[src/rtl/key_repeat.sv]
// Press-pulse and auto-repeat generator for debounced key levels, one FSM per channel.
// Optional repeat acceleration is compiled in with `define KEY_REPEAT_ACCEL_EN.
module key_repeat #(
    parameter int              N_KEYS      = 4,
    parameter int              CLK_HZ      = 50000000,
    parameter int              DELAY_MS    = 300,
    parameter int              RATE_MS     = 100,
    parameter logic [N_KEYS-1:0] REPEAT_MASK = 4'b0111,
    parameter int              ACCEL_COUNT = 8
) (
    input  logic              clk,
    input  logic              rst,
    input  logic [N_KEYS-1:0] key_level,
    output logic [N_KEYS-1:0] key_pulse,
    output logic [N_KEYS-1:0] key_held,
    output logic [N_KEYS-1:0] repeat_active
);

    localparam int DELAY_RAW = CLK_HZ / 1000 * DELAY_MS;
    localparam int RATE_RAW  = CLK_HZ / 1000 * RATE_MS;
    localparam int DELAY_CYC = (DELAY_RAW < 1) ? 1 : DELAY_RAW;
    localparam int RATE_CYC  = (RATE_RAW < 1) ? 1 : RATE_RAW;
    localparam int MAX_CYC   = (DELAY_CYC > RATE_CYC) ? DELAY_CYC : RATE_CYC;
    localparam int CW        = (MAX_CYC < 1) ? 1 : $clog2(MAX_CYC + 1);

    localparam logic [CW-1:0] DELAY_LOAD = CW'(DELAY_CYC - 1);
    localparam logic [CW-1:0] RATE_LOAD  = CW'(RATE_CYC - 1);

    localparam logic [1:0] S_IDLE   = 2'd0;
    localparam logic [1:0] S_WAIT   = 2'd1;
    localparam logic [1:0] S_REPEAT = 2'd2;
    localparam logic [1:0] S_HOLD   = 2'd3;

    logic [1:0]    state [N_KEYS];
    logic [CW-1:0] cnt   [N_KEYS];
    logic [CW-1:0] reload[N_KEYS];

`ifdef KEY_REPEAT_ACCEL_EN
    localparam int FAST_CYC = ((RATE_CYC / 2) < 1) ? 1 : (RATE_CYC / 2);
    localparam logic [CW-1:0] FAST_LOAD = CW'(FAST_CYC - 1);
    localparam int AW = (ACCEL_COUNT < 1) ? 1 : $clog2(ACCEL_COUNT + 1);
    localparam logic [AW-1:0] ACCEL_SAT = AW'(ACCEL_COUNT);

    logic [AW-1:0] acc_cnt [N_KEYS];

    // Reload is chosen from pulses already emitted, so the ACCEL_COUNT-th
    // and earlier repeat intervals keep the normal rate.
    always_comb begin
        for (int unsigned i = 0; i < N_KEYS; i++) begin
            reload[i] = (acc_cnt[i] >= ACCEL_SAT) ? FAST_LOAD : RATE_LOAD;
        end
    end

    always_ff @(posedge clk or posedge rst) begin
        if (rst) begin
            for (int unsigned i = 0; i < N_KEYS; i++) begin
                acc_cnt[i] <= '0;
            end
        end else begin
            for (int unsigned i = 0; i < N_KEYS; i++) begin
                if (!key_level[i]) begin
                    acc_cnt[i] <= '0;
                end else if ((state[i] == S_WAIT || state[i] == S_REPEAT) &&
                             cnt[i] == '0 && acc_cnt[i] < ACCEL_SAT) begin
                    acc_cnt[i] <= acc_cnt[i] + 1'b1;
                end
            end
        end
    end
`else
    always_comb begin
        for (int unsigned i = 0; i < N_KEYS; i++) begin
            reload[i] = RATE_LOAD;
        end
    end
`endif

    always_ff @(posedge clk or posedge rst) begin
        if (rst) begin
            key_pulse <= '0;
            key_held  <= '0;
            for (int unsigned i = 0; i < N_KEYS; i++) begin
                state[i] <= S_IDLE;
                cnt[i]   <= '0;
            end
        end else begin
            key_held <= key_level;
            for (int unsigned i = 0; i < N_KEYS; i++) begin
                key_pulse[i] <= 1'b0;
                case (state[i])
                    S_IDLE: begin
                        if (key_level[i]) begin
                            key_pulse[i] <= 1'b1;
                            cnt[i]       <= DELAY_LOAD;
                            state[i]     <= REPEAT_MASK[i] ? S_WAIT : S_HOLD;
                        end
                    end
                    S_WAIT, S_REPEAT: begin
                        // Release wins over a coincident expiry.
                        if (!key_level[i]) begin
                            state[i] <= S_IDLE;
                            cnt[i]   <= '0;
                        end else if (cnt[i] == '0) begin
                            key_pulse[i] <= 1'b1;
                            cnt[i]       <= reload[i];
                            state[i]     <= S_REPEAT;
                        end else begin
                            cnt[i] <= cnt[i] - 1'b1;
                        end
                    end
                    default: begin
                        if (!key_level[i]) begin
                            state[i] <= S_IDLE;
                            cnt[i]   <= '0;
                        end
                    end
                endcase
            end
        end
    end

    always_comb begin
        for (int unsigned i = 0; i < N_KEYS; i++) begin
            repeat_active[i] = (state[i] == S_REPEAT);
        end
    end

endmodule

[config.mk]
export PLATFORM = sky130hd
export DESIGN_NAME = key_repeat
export DESIGN_NICKNAME = d
export VERILOG_FILES = /design/src/rtl/key_repeat.sv
export SDC_FILE = /design/constraint.sdc
export NUM_CORES = 1
export LEC_CHECK = 0
export ABC_AREA = 1
export CAP_MARGIN = 20
export CORE_ASPECT_RATIO = 1.75
export CORE_MARGIN = 2
export CORE_UTILIZATION = 55
export DETAILED_ROUTE_END_ITERATION = 10
export PLACE_DENSITY = 0.76
export SETUP_SLACK_MARGIN = 0.4
export SKIP_LAST_GASP = 1
export SYNTH_ARGS = -nofsm -noshare
export SYNTH_HDL_FRONTEND = slang
export SYNTH_SLANG_ARGS = --single-unit
[constraint.sdc]
create_clock -name clk -period 6 [get_ports clk]
set_input_delay 1.2 -clock clk [delete_from_list [all_inputs] [get_ports clk]]
set_output_delay 1.2 -clock clk [all_outputs]
set_load 0.01 [all_outputs]
==> results of run 1 <==
-- report_power, final --
group / switching (mW) / internal, mW / leakage (nW)
clock: 0.293 / 0.297 / 0.132
sequential: 0.264 / 1.02 / 1.42
combinational: 1.37 / 0.643 / 2.49
total: 1.92 / 1.96 / 4.04
-- layout make-up --
cell class                 instances  area [um^2]
clock buffer                      11          243
sequential                       112         2800
multi-input combinational        799         3990
fill                            1238         5200
tap                              174          218
clock inverter                     5         41.3
timing repair buffer              19          205
inverter                         143          542
-- cell families after synthesis --
logic type / after synthesis / synth area share (%)
simple gates: 635 / 38.9
buf+inv: 153 / 8.05
compound gates: 117 / 8.66
flops: 112 / 37.9
xor+xnor: 29 / 3.44
fa+ha+maj: 18 / 3.05
-- registers in the layout, indices dropped and copies added, names as in the netlist --
name and flops:
cnt 96, key_held 4, key_pulse 4, state 8
-- metal layers --
layer	GRT usage, %	up-vias	part of all wire [%]
met5	0	-	0
met1	27.9	3138	40
li1	-	3407	-
met4	13.3	0	4.5
met3	2.58	52	2.3
met2	47.1	122	53
-- metrics by stage --
step	setup WS (ps)	area, um^2	instances
floorplan	1840	7390	1064
global placement	2620	7730	1246
detailed placement	2590	7730	1246
CTS	2960	8010	1262
global route	2800	8040	1263
finish	2940	8040	1263
-- worst max-delay path by stage --
stage	start	to	slack, ps	cells past startpoint
after CTS	key_level[2]	cnt[45]	2960	9
after detailed placement	key_level[2]	cnt[45]	2590	9
after global routing	key_level[2]	cnt[37]	2800	9
final	key_level[2]	cnt[39]	2940	9
after floorplan	rst	cnt[0]	1840	1
after global placement	key_level[2]	cnt[37]	2620	9
-- worst register-to-register path, cell delays in order (launching register included) --
cell	delay, ps
dfrtp_1	380
inv_1	60
ha_1	310
nand2_4	110
inv_4	120
nor2_1	50
nand2_2	250
inv_2	200
nor2_2	410
nand2_1	220
o211ai_1	140
-- placed cells by master (no fill, tap or decap), types with 2 or more instances in the layout --
cell type	instances
o21ai_0	61
o211ai_1	13
clkinv_4	2
clkbuf_16	9
o21ai_1	11
xnor2_1	3
nor2_2	22
inv_2	13
dfrtp_1	112
nand4_1	18
o21bai_1	2
inv_4	2
xor2_1	26
nor2_4	19
nand3b_1	4
ha_1	18
nor3_1	8
nand2_2	17
o22ai_1	4
nand2_1	307
clkinvlp_4	2
nand3_2	3
a21oi_1	23
clkdlybuf4s50_1	17
nor2_1	156
inv_1	128
nand2_4	3
nand3_1	72
==> results.toml, run 1 <==
[detailed_routing]
ant_nets = 0
first_iter_violations = 318
via_per_inst = 5.32
routed_wl_mm = 17.2
drc = 0
first_pass_iters = 4
vias = 6719
wl_per_cell_um = 13.7

[die]
num_rows = 56
die_x_um = 91.6
coreArea_mm2 = 0.0132
dieHeight_um = 157
boundaryPins = 18
start_util_pct = 55.8
die_area_mm2 = 0.0144

[layout]
diodes = 0
drive_above_1_share_pct = 9.37
num-nets-final = 1108
syn_to_final_growth_pct = 8.86
post-route-util_pct = 60.7

[placement]
gp_congestion = 0.937
port-buffer-count = 17
hpwlAfterDp_mm = 12.8

[clock_network]
holdBufCountCts = 0
clk_latency_ps = 350
cts_resized = 0
cts_buffers = 9
cts_max_path_buffers = 2
cts_setup_buffers = 0
cts.sinks = 112
clock-root-buffer = "clkbuf_16"
h-tree-depth = 3
clkTransAtPathRegs_ps = 80
cts_tree = "yes"

[grt]
grt_max_degree = 83
gr-total-overflow = 0
antenna_found_initial = 0
grt_pass1_wl_mm = 29.5
grt_pass1_vias = 6617
grtUsageTotal_pct = 25.2

[worst_setup_path]
cp-end-kind = "flop"
worst-setup-path-type = "in2reg"
r2r_slack_ps = 3680
crit_path_top_delay_cell = "clkdlybuf4s50_1"
regToRegEndpoint = "cnt[39]"
path_delay_family = "simple AND/OR/NAND/NOR gates"
path_max_fanout = 16
reg2regPathDepth = 10
r2r-start = "state[3]"
crit_required_ps = 6270
path_cells = "clkdlybuf4s50_1, nand2_4, inv_4, nor2_1, nand2_2, inv_2, nor2_2, nand2_1, o211ai_1"
cp.buffers_inverters = 3
slowest_delay_ps = 600
startpoint_type = "primary input"
crit_arrival_ps = 3330

[yosys]
synth_seq_cells = 112
synth_fp_nets = 1088
synth.largest_area_cell = "dfrtp_1"
yosysMostFrequentCell = "nand2_1"
synth.area.top_cells = "dfrtp_1 (38%), nand2_1 (16%), nor2_1 (7.9%)"
ys.flop_type = "dfrtp_1"
synth_top_area_share_pct = 37.9
synth_edf_count = 0
synthArstFlopShare_pct = 100
ys_seq_area_share_pct = 37.9
synthCells = 1064
synth_commonest_cells = "nand2_1 (307), nor2_1 (156), inv_1 (129), dfrtp_1 (112), nand3_1 (72)"
synth_cell_types = 37
synth_warnings = 0
synth.avg_cell_area_um2 = 6.94
syn_area_mm2 = 0.00739

[timing]
worst_pin_slew_ps = 782
grt_setup_unrepaired = "false"
fin_tns_setup_ps = 0
hold_viol_final = 0
fmax_mhz = 326
finalSetupViolCount = 0
fin_skew_ps = 12.6
maxSlewViolCount = 0
relSlewSlack_pct = 47.8
fin_crit_ps = 3060
fin_crit_sh_pct = 51.0
whs_ps = 503

[worst_hold_path]
holdPathEnd = "cnt[25]"
hold_depth = 2
hp-start = "cnt[25]"
hold_path.class = "reg2reg"

[pwr]
leakage_nw = 4.04
powerDensity_mw_per_mm2 = 483
peakVddDrop_mv = 0.330
finalPower_mw = 3.88

[job]
cap_violations = 0

[run_status]
status = "finished, final reports clean"
No activity file was read; power rests on OpenSTA's default activity.
==> run 2, diff against run 1 <==
==> constraint.sdc (replaced) <==
create_clock -name clk -period 2.95 [get_ports clk]
set_input_delay 0.59 -clock clk [delete_from_list [all_inputs] [get_ports clk]]
set_output_delay 0.59 -clock clk [all_outputs]
set_load 0.01 [all_outputs]
==> run 2 against run 1 <==
  * Sequential cell count stayed put
  * Sequential share of layout area is 0.33 points lower
  * Largest power group unchanged
  * Register-to-register slack worse by 2800 ps
  * First-iteration DRC count is 11% higher
  * Global-route usage is 0.13 points lower
  * Clock power is 140% higher
  * Worst setup slack worse by 2200 ps
==> results.toml, run 2 (synthesis gave the netlist of run 1 again) <==
[layout]
final_cell_mix = "nand2_1 (307), nor2_1 (156), inv_1 (128)"
drive_above_1_share_pct = 9.79
design_area_mm2 = 0.00812
register_area_mm2 = 0.00280
diodes = 0
fin_cells = 1267
layout_commonest_cell = "nand2_1"
post-route-util_pct = 61.3
largest-register = "cnt"
num-fill-cells = 1193
syn_to_final_growth_pct = 9.91
largest_reg_flops = 96
num-nets-final = 1112
multiInputGateArea_mm2 = 0.00399
top_regs = "cnt x96, state x8"

[timing]
fmax_mhz = 453
worst_pin_slew_ps = 486
fin_skew_ps = 13.3
relSlewSlack_pct = 67.5
grt_setup_unrepaired = "false"
hold_viol_final = 0
maxSlewViolCount = 0
fin_crit_ps = 2210
fin_crit_sh_pct = 74.9
fin_tns_setup_ps = 0
timing.final.ws_setup_ps = 741
finalSetupViolCount = 0

[worst_setup_path]
startpoint_type = "flop"
worst-setup-path-type = "reg2out"
crit_path_top_delay_cell = "clkdlybuf4s50_1"
crit_required_ps = 2360
cp-end-kind = "primary output"
crit_arrival_ps = 1620
slowest_delay_ps = 560
path_max_fanout = 3
path_cells = "inv_1, ha_1, clkdlybuf4s50_1"

[die]
num_rows = 56
boundaryPins = 18
die_x_um = 91.6
coreArea_mm2 = 0.0132
start_util_pct = 55.8
die_area_mm2 = 0.0144
dieHeight_um = 157

[placement]
port-buffer-count = 17
placed_cells = 1251
gp_congestion = 0.947
hpwlAfterDp_mm = 12.7
placed_area_mm2 = 0.00778
place_ws_ps = 424

[clock_network]
cts_max_path_buffers = 2
cts_tree = "yes"
clock-root-buffer = "clkbuf_16"
cts_resized = 0
cts_buffers = 9
cts.sinks = 112
h-tree-depth = 3
clk_latency_ps = 360
holdBufCountCts = 0
clkTransAtPathRegs_ps = 80
cts_setup_buffers = 0

[grt]
gr-total-overflow = 0
grt_pass1_wl_mm = 29.5
grtUsageTotal_pct = 25.1
grt_pass1_vias = 6627
antenna_found_initial = 0
grt_max_degree = 83

[detailed_routing]
ant_nets = 0
first_pass_iters = 5
wl_per_cell_um = 13.5
routed_wl_mm = 17.2
drc = 0
vias = 6717
via_per_inst = 5.30
first_iter_violations = 352

[pwr]
peakVddDrop_mv = 0.581
leakage_nw = 4.08
powerDensity_mw_per_mm2 = 1000

[job]
cap_violations = 0

[worst_hold_path]
hold_path.class = "reg2reg"

[run_status]
status = "finished, final reports clean"
run 2: cell types whose count changed in the layout (fill, tap and decap cells not counted), sizes merged:
| cell | before | now |
|---|---|---|
| buf | 2 | 6 |
| bufinv | 0 | 2 |
| clkinv | 2 | 0 |
run 2: metrics by stage:
step	power [mW]	hold slack (ps)
6_report	8.14	483
5_1_grt	8.90	535
4_1_cts	8.15	489
3_5_place_dp	6.72	471
3_3_place_gp	6.63	462
2_1_floorplan	5.74	449
run 2: worst paths after layout:
check                      slack, ps  cells past startpoint      from                to
max                              740                      3  state[2]  repeat_active[2]
min                              480                      2   cnt[25]           cnt[25]
max reg2reg                      890                     10  state[6]           cnt[89]
min reg2reg                      480                      2   cnt[25]           cnt[25]
max in group asynchronous       1920                      3       rst       key_held[0]
min in group asynchronous        710                      3       rst            cnt[7]
run 2: power by group:
| part | internal (mW) | switching [mW] | leakage [nW] |
|---|---|---|---|
| clock | 0.798 | 0.589 | 0.163 |
| sequential | 2.07 | 0.543 | 1.42 |
| combinational | 1.35 | 2.79 | 2.50 |
run 2: layer usage:
metal	share of wire, %	track usage (%)	routed length, um
met4	3.3	11.2	569
met5	0	0	0
met2	55	48.7	9390
met1	39	26.7	6690
met3	2.9	3.11	497
run 2: critical path, delay by kind of cell, from the launching register on:
kind	cells	cell delay, ps
buffers and inverters	2	660
flip-flops	1	380
adder cells (fa/ha/maj)	1	220
run 2: area by class of cell:
class                   count  area share [%]
flip-flops and latches    112            34.5
inverters                 143            6.69
well taps                 174            2.68
clock inverters             5            1.05
clock buffers              11            3.11
multi-input cells         799            49.1
repair buffers             23            2.81
